--- config.mk ---
export PLATFORM = sky130hd
export DESIGN_NAME = trap_ctrl
export DESIGN_NICKNAME = d
export VERILOG_FILES = /design/src/rtl/trap_ctrl_pkg.sv /design/src/rtl/trap_ctrl_csr_file.sv /design/src/rtl/trap_ctrl.sv
export SDC_FILE = /design/constraint.sdc
export NUM_CORES = 1
export LEC_CHECK = 0
export CAP_MARGIN = 20
export CORE_MARGIN = 2
export CORE_UTILIZATION = 45
export DETAILED_ROUTE_END_ITERATION = 8
export PLACE_DENSITY = 0.85
export SYNTH_ARGS = -nofsm -noshare
export SYNTH_HDL_FRONTEND = slang
export SYNTH_SLANG_ARGS = --single-unit
--- constraint.sdc ---
create_clock -name clk -period 3.7 [get_ports clk]
set_input_delay 0.74 -clock clk [delete_from_list [all_inputs] [get_ports clk]]
set_output_delay 0.74 -clock clk [all_outputs]
set_load 0.01 [all_outputs]
--- src/rtl/trap_ctrl_pkg.sv ---
// Shared types for the machine-mode trap controller: privilege levels,
// trap cause codes and the redirect FSM states.
package trap_ctrl_pkg;

    typedef enum logic [1:0] {
        PRIV_U = 2'b00,
        PRIV_M = 2'b11
    } priv_e;

    typedef enum logic [4:0] {
        CAUSE_INSN_ACCESS  = 5'd1,
        CAUSE_ILLEGAL      = 5'd2,
        CAUSE_LOAD_ACCESS  = 5'd5,
        CAUSE_STORE_ACCESS = 5'd7,
        CAUSE_ECALL_U      = 5'd8,
        CAUSE_ECALL_M      = 5'd11
    } cause_e;

    typedef enum logic [1:0] {
        IDLE     = 2'd0,
        TRAP_REQ = 2'd1,
        RET_REQ  = 2'd2
    } trap_state_e;

    // ECALL cause depends on the privilege the call was made from.
    function automatic cause_e ecall_cause(input priv_e p);
        return (p == PRIV_M) ? CAUSE_ECALL_M : CAUSE_ECALL_U;
    endfunction

endpackage

--- src/rtl/trap_ctrl_csr_file.sv ---
// Trap CSR storage: mepc/mcause/mtval/mtvec and the previous-privilege field,
// updated on trap entry, mret and privileged mtvec writes.
module trap_csr_file
    import trap_ctrl_pkg::*;
#(
    parameter int              XLEN        = 32,
    parameter logic [XLEN-1:0] MTVEC_RESET = 32'h0000_0100
) (
    input  logic            clk,
    input  logic            rst_n,
    input  priv_e           cur_priv,
    input  logic            trap_take,
    input  logic [XLEN-1:0] trap_pc,
    input  cause_e          trap_cause,
    input  logic [XLEN-1:0] trap_tval,
    input  logic            mret_take,
    input  logic            mtvec_we,
    input  logic [XLEN-1:0] mtvec_wdata,
    output logic [XLEN-1:0] mepc,
    output logic [XLEN-1:0] mcause,
    output logic [XLEN-1:0] mtval,
    output logic [XLEN-1:0] mtvec,
    output priv_e           mpp
);

    logic [XLEN-1:0] mepc_reg;
    logic [XLEN-1:0] mcause_reg;
    logic [XLEN-1:0] mtval_reg;
    logic [XLEN-1:0] mtvec_reg;
    priv_e           mpp_reg;

    always_ff @(posedge clk) begin
        if (!rst_n) begin
            mepc_reg   <= '0;
            mcause_reg <= '0;
            mtval_reg  <= '0;
            mtvec_reg  <= {MTVEC_RESET[XLEN-1:2], 2'b00};
            mpp_reg    <= PRIV_U;
        end else begin
            if (trap_take) begin
                mepc_reg   <= trap_pc;
                mcause_reg <= {{(XLEN-5){1'b0}}, trap_cause};
                mtval_reg  <= trap_tval;
                mpp_reg    <= cur_priv;
            end else if (mret_take) begin
                mpp_reg <= PRIV_U;
            end
            // Gated on the privilege before the edge, so a write issued in the
            // same cycle as a U-mode trap is still dropped.
            if (mtvec_we && (cur_priv == PRIV_M)) begin
                mtvec_reg <= {mtvec_wdata[XLEN-1:2], 2'b00};
            end
        end
    end

    assign mepc   = mepc_reg;
    assign mcause = mcause_reg;
    assign mtval  = mtval_reg;
    assign mtvec  = mtvec_reg;
    assign mpp    = mpp_reg;

endmodule

--- src/rtl/trap_ctrl.sv ---
// Machine-mode trap controller: prioritises MPU faults, ecall and mret,
// switches privilege and issues one fetch redirect per event over valid/ready.
module trap_ctrl
    import trap_ctrl_pkg::*;
#(
    parameter int              XLEN        = 32,
    parameter logic [XLEN-1:0] MTVEC_RESET = 32'h0000_0100
) (
    input  logic            clk,
    input  logic            rst_n,
    input  logic            fault_exec,
    input  logic            fault_load,
    input  logic            fault_store,
    input  logic [XLEN-1:0] fault_addr,
    input  logic [XLEN-1:0] pc,
    input  logic            ecall,
    input  logic            mret,
    input  logic            mtvec_we,
    input  logic [XLEN-1:0] mtvec_wdata,
    output priv_e           cur_priv,
    output logic            redirect_valid,
    input  logic            redirect_ready,
    output logic [XLEN-1:0] redirect_pc,
    output logic [XLEN-1:0] mepc,
    output logic [XLEN-1:0] mcause,
    output logic [XLEN-1:0] mtval,
    output logic [XLEN-1:0] mtvec
);

    trap_state_e     state_reg, state_next;
    priv_e           cur_priv_reg, cur_priv_next;
    logic [XLEN-1:0] redirect_pc_reg, redirect_pc_next;

    logic            trap_take;
    logic            mret_take;
    cause_e          trap_cause;
    logic [XLEN-1:0] trap_tval;
    priv_e           mpp;

    always_comb begin
        state_next       = state_reg;
        cur_priv_next    = cur_priv_reg;
        redirect_pc_next = redirect_pc_reg;
        trap_take        = 1'b0;
        mret_take        = 1'b0;
        trap_cause       = CAUSE_ILLEGAL;
        trap_tval        = '0;
        case (state_reg)
            IDLE: begin
                if (fault_exec) begin
                    trap_take  = 1'b1;
                    trap_cause = CAUSE_INSN_ACCESS;
                    trap_tval  = fault_addr;
                end else if (fault_load) begin
                    trap_take  = 1'b1;
                    trap_cause = CAUSE_LOAD_ACCESS;
                    trap_tval  = fault_addr;
                end else if (fault_store) begin
                    trap_take  = 1'b1;
                    trap_cause = CAUSE_STORE_ACCESS;
                    trap_tval  = fault_addr;
                end else if (ecall) begin
                    trap_take  = 1'b1;
                    trap_cause = ecall_cause(cur_priv_reg);
                end else if (mret) begin
                    // mret from user mode is an illegal instruction.
                    if (cur_priv_reg == PRIV_M) begin
                        mret_take = 1'b1;
                    end else begin
                        trap_take  = 1'b1;
                        trap_cause = CAUSE_ILLEGAL;
                    end
                end
                if (trap_take) begin
                    state_next       = TRAP_REQ;
                    cur_priv_next    = PRIV_M;
                    redirect_pc_next = mtvec;
                end else if (mret_take) begin
                    state_next       = RET_REQ;
                    cur_priv_next    = mpp;
                    redirect_pc_next = mepc;
                end
            end
            TRAP_REQ, RET_REQ: begin
                if (redirect_ready) begin
                    state_next = IDLE;
                end
            end
            default: state_next = IDLE;
        endcase
    end

    always_ff @(posedge clk) begin
        if (!rst_n) begin
            state_reg       <= IDLE;
            cur_priv_reg    <= PRIV_M;
            redirect_pc_reg <= '0;
        end else begin
            state_reg       <= state_next;
            cur_priv_reg    <= cur_priv_next;
            redirect_pc_reg <= redirect_pc_next;
        end
    end

    trap_csr_file #(
        .XLEN        (XLEN),
        .MTVEC_RESET (MTVEC_RESET)
    ) u_csr (
        .clk         (clk),
        .rst_n       (rst_n),
        .cur_priv    (cur_priv_reg),
        .trap_take   (trap_take),
        .trap_pc     (pc),
        .trap_cause  (trap_cause),
        .trap_tval   (trap_tval),
        .mret_take   (mret_take),
        .mtvec_we    (mtvec_we),
        .mtvec_wdata (mtvec_wdata),
        .mepc        (mepc),
        .mcause      (mcause),
        .mtval       (mtval),
        .mtvec       (mtvec),
        .mpp         (mpp)
    );

    // Valid comes straight from the registered state: no path from ready.
    assign redirect_valid = (state_reg != IDLE);
    assign redirect_pc    = redirect_pc_reg;
    assign cur_priv       = cur_priv_reg;

endmodule

=== After elaboration in Yosys (flattened, before gate mapping) ===
Cells that the tools add are included.

* Flip-flop bits (word level): 137
* Input bits: 105
* Output and inout bits: 163
* Logic and storage cells: 57

* Eq/ne operators: 5
* Muxes and demuxes: 36
* Reduce and logical (&&, ||, !) cells: 8

{| class="wikitable"
|+ Operators with widths
! cell !! number
|-
| $mux 32 || 6
|-
| $mux 4 || 5
|-
| $mux 1 || 16
|-
| $mux 2 || 8
|-
| $reduce_bool 2->1 || 3
|-
| $eq 2x2->1 const B || 2
|-
| $pmux 2 s2 || 1
|-
| $reduce_and 2->1 || 2
|-
| $ne 3x2->1 const B || 1
|-
| $eq 2x1->1 const B || 1
|-
| $logic_not 2->1 || 1
|-
| $ne 2x2->1 const B || 1
|-
| $reduce_or 2->1 || 1
|-
| $logic_and 1x1->1 || 1
|}

=== Longest topological paths before layout ===
* Word-level depth: 11
* Gate-level depth with buffers: 7
* Gate-level depth less buffers: 5

=== By module ===
From an unflattened synthesis, not the netlist that was laid out.

* Cell total of the unflattened synthesis: 587
* Area total of the unflattened synthesis: 6049.6 µm²

{| class="wikitable"
|+ Modules (own cells, without submodules)
! module !! times used !! cells each !! area an instance (µm²) !! sequential area each (µm²)
|-
| trap_csr_file || 1 || 392 || 4101.4 || 2021.9
|-
| trap_ctrl || 1 || 195 || 1948.1 || 720.7
|}

=== Worst setup path before layout ===
Ideal clock, no wire load.

* Path kind: input -> register
* Start point: in fault_load
* End point: reg redirect_pc_reg[10] (netlist: redirect_pc[10])
* Setup time: 118 ps
* Arrival: 2041 ps
* Required time: 3582 ps
* Path slack: 1541 ps
* Stages on the path: 5
* Path buffers: 2
* Cell sequence: or4_1 -> buf_6 -> clkbuf_1 -> or3_1 -> o2111a_1

* Word-level cells in the longest chain between the ends: 5
* Elaborated cells on any way between the ends: 9
* Those cells by class: 7 x mux; 2 x reduce/logical

{| class="wikitable"
|+ RTL lines
! element !! RTL line !! text
|-
| start: declaration || trap_ctrl.sv:12 || <nowiki>input logic fault_load,</nowiki>
|-
| $mux 1 || trap_ctrl.sv:54 || <nowiki>end else if (fault_load) begin</nowiki>
|-
| $mux 1 || trap_ctrl.sv:50 || <nowiki>if (fault_exec) begin</nowiki>
|-
| $mux 1 || trap_ctrl.sv:48 || <nowiki>case (state_reg)</nowiki>
|-
| $reduce_bool 2->1 (no source line) || - ||
|-
| $reduce_and 2->1 (no source line) || - ||
|-
| end signal: assignment || trap_ctrl.sv:101 || <nowiki>redirect_pc_reg <= redirect_pc_next;</nowiki>
|-
| end: declaration || trap_ctrl.sv:32 || <nowiki>logic [XLEN-1:0] redirect_pc_reg, redirect_pc_next;</nowiki>
|}

Parallel ways exist; a longest one is shown, timed or not. The select of a mux whose other input is x is not followed.
A chain may end at the register's enable or synchronous reset.

=== Worst setup path after layout ===
* Start point: reg state_reg[0]
* End point: out redirect_valid

* Word-level cells in the longest chain between the ends: 1

{| class="wikitable"
|+ RTL lines
! element !! RTL line !! text
|-
| start: declaration || trap_ctrl.sv:30 || <nowiki>trap_state_e state_reg, state_next;</nowiki>
|-
| start signal: assignment || trap_ctrl.sv:99 || <nowiki>state_reg <= state_next;</nowiki>
|-
| $reduce_bool 2->1 || trap_ctrl.sv:127 || <nowiki>assign redirect_valid = (state_reg != IDLE);</nowiki>
|-
| end: declaration || trap_ctrl.sv:21 || <nowiki>output logic redirect_valid,</nowiki>
|}

No other way between the ends.

==> metrics.md <==
| Metric | Value |
|---|---|
| Clk root buf | clkbuf_16 |
| Reg area | about 2700 µm² |
| Synthesis-stage register bit count | approximately 140 |
| Via count | around 5500 |
| Post-synth top area share | 45.2% |
| Crit. Startpoint | state_reg[0] |
| Cell taking the most area after synthesis | dfxtp_1 |
| Syn_area_per_cell | between 8 and 9 µm² |
| Mapped cell area | ~6000 µm² |
| Setup tns final | 0 ps |
| Vias in the first global route | between 5000 and 6000 |
| Worst path most repeated cell | inv_1 |
| # IOs | ~270 |
| Worst hold slack | 450 ps |
| Min Tclk post-route | approximately 2600 ps |
| Fin nets | approximately 1000 |
| RSZ-0062 raised after global routing | no |
| Port Buffers | around 240 |
| Vias/cell | around 5 |
| Critical path class | reg2out |
| Multi-input gate area | approximately 2700 µm² |
| Final Hold Viols | 0 |
| Static Leak | 3.51 nW |
| Post-synthesis sequential area ratio | a little under half |
| Max FO, Critical Path | 16 |
| Worst-skew pair later-pin latency | 410 ps |
| Worst R2R Setup Slack | between 1000 and 1500 ps |
| Top-count cell post-synth | nand2_1 |
| GR Overflow Total | 0 |
| Die H | roughly 120 µm |
| Critical Path Start Type | flip-flop |
| Post-cts sizing count | 0 |
| Post-CTS setup buffers | 0 |
| Final wirelength | about 17 mm |
| Max cap viols | 0 |
| Period utilisation layout | roughly 70% |
| Crit-path cells | inv_1, ha_2, inv_1, clkdlybuf4s50_1 |
| Initial Util | 45.8% |
| Syn-to-layout area delta | 46.7% |
| Clock slew at reported path FFs | roughly 50 ps |
| Cells after Synth | 687 |
| H-tree levels | 4 |
| Die span in x | approximately 120 µm |
| Max incr delay on CP | 520 ps |
| Pin count of the biggest net entering global routing | about 100 |
| All-layer global routing usage | between 20% and 30% |
| Hold Path Stages | 2 |
| Reg2reg path depth | 6 |
| DRC violations left | 0 |
| Top cells by count, synth | nand2_1 (194), dfxtp_1 (136), mux2i_1 (65), clkbuf_1 (43), inv_1 (36) |
| Slew Viols, Final | 0 |
| Wire length of the first global-routing pass | 27.1 mm |
| Distinct cell type count after synthesis | 40 |
| TritonCTS Buffers | 17 |
| Die area | about 14000 µm² |
| Final setup skew | roughly 5.8 ps |
| # rows | 42 |
| Worst R2R End | u_csr.mepc[9] |
| Hold buffers post-CTS | 0 |
| Synth warnings | 0 |
| Hold_sp | u_csr.mcause[2] |
| Initial DRT Pass Iterations | 4 |
| Worst EP arrival | between 1500 and 2000 ps |
| Status | complete, no violations |
| 1st-iter DRT viols | 247 |
| Layout cells sized above 1 | 5.41% |
| Worst r2r src | state_reg[0] |
| Worst min-delay path class | reg2reg |
| Area contributors post-synth | dfxtp_1 (45%), nand2_1 (12%), mux2i_1 (11%) |
| Fmax | just under 400 MHz |
| Num Clock Sinks | 136 |
| Initial antenna violation count | 0 |
| Routability cong. | 0.808 |
| Worst path slowest cell | clkdlybuf4s50_1 |
| Buffer depth of the longest clock path | 2 |
| Hold endpoint | u_csr.mcause[2] |
| Post-synth ARST share | 0% |
| Core area | about 13000 µm² |
| Crit path required time | 2960 ps |
| WL/cell | ~16 µm |
| Worst VDD drop | 0.311 mV |
| Synth Flop Type | dfxtp_1 |
| Power per cell area | 464 nW/µm² |
| Setup Viol. Count Final | 0 |
| DP HPWL | between 10 and 15 mm |
| Setup crit end kind | output port |
| CTS tree | built |
| # diodes | 0 |
| ANT nets after route | 0 |
| EDFF count, synth | 0 |
| Layout fillers | between 1000 and 1500 |
==> area by class of cell <==
type	instances	area share, %
Clock buffer	22	5.37
Inverter	37	1.57
Tap cell	176	2.49
Timing Repair Buffer	248	28.1
Multi-Input combinational cell	453	30.9
Sequential cell	136	30.8
Clock inverter	9	0.849
==> layout by cell type, fill, tap and decap left out, drive strengths merged, types with 3 or more instances in the layout <==
master / n
inv: 36
mux2i: 65
nand2: 194
dfxtp: 136
clkbuf: 22
conb: 30
a21oi: 31
clkdlybuf4s50: 234
clkinv: 7
buf: 14
o21a: 3
o21ai: 4
a31oi: 3
o2111a: 30
or3: 30
o211ai: 34
o22ai: 3
==> how the worst max path moves through the flow <==
stage / to / slack [ps]
floorplan: redirect_pc[10] / 1540
global route: redirect_valid / 1030
global placement: redirect_pc[4] / 740
finish: redirect_valid / 1110
detailed placement: state_reg[0] / 720
CTS: redirect_valid / 1100
==> power breakdown <==
group	total (mW)	switching, mW	internal [mW]
combinational	0.849	0.392	0.457
sequential	1.67	0.0794	1.60
clock	1.58	0.612	0.965
total	4.10	1.08	3.02
==> metal layers <==
layer	part of all wire [%]	GRT usage [%]	vias up
li1	-	-	2693
met2	48	40.5	220
met5	0	0	-
met4	2.8	9.78	0
met3	9.8	9.36	33
met1	39	27.7	2514
==> through the flow <==
step / utilization (%) / std cells / instance area (µm²) / worst slack, ps / power, mW
4_1_cts: 67.2 / 1080 / 8820 / 1100 / 4.13
2_1_floorplan: - / 716 / 6130 / 1540 / 2.14
5_1_grt: 67.3 / 1081 / 8840 / 1030 / 4.28
3_3_place_gp: 63.0 / 1049 / 8270 / 742 / 2.55
6_report: 67.3 / 1081 / 8840 / 1110 / 4.10
3_5_place_dp: 63.0 / 1049 / 8270 / 718 / 2.56
==> cell families (layout without fill, tap and decap cells) <==
| logic type | after synthesis | after routing | share of synthesized area (%) |
|---|---|---|---|
| AND/OR/NAND/NOR | 241 | 241 | 17.0 |
| flip-flops | 136 | 136 | 45.2 |
| buffers and inverters | 127 | 316 | 11.5 |
| AO/OA/AOI/OAI | 116 | 116 | 15.2 |
| multiplexers | 65 | 65 | 10.8 |
| adder cells (fa/ha/maj) | 1 | 1 | 0.208 |
| other | 1 | 30 | 0.0623 |
==> worst max-delay path, delay by kind of cell, from the launching register on <==
family                     cells  cell delay [ps]
adders and majority gates      1              390
buffers and inverters          3              740
DFF                            1              320
No activity file was read; power rests on OpenSTA's default activity.
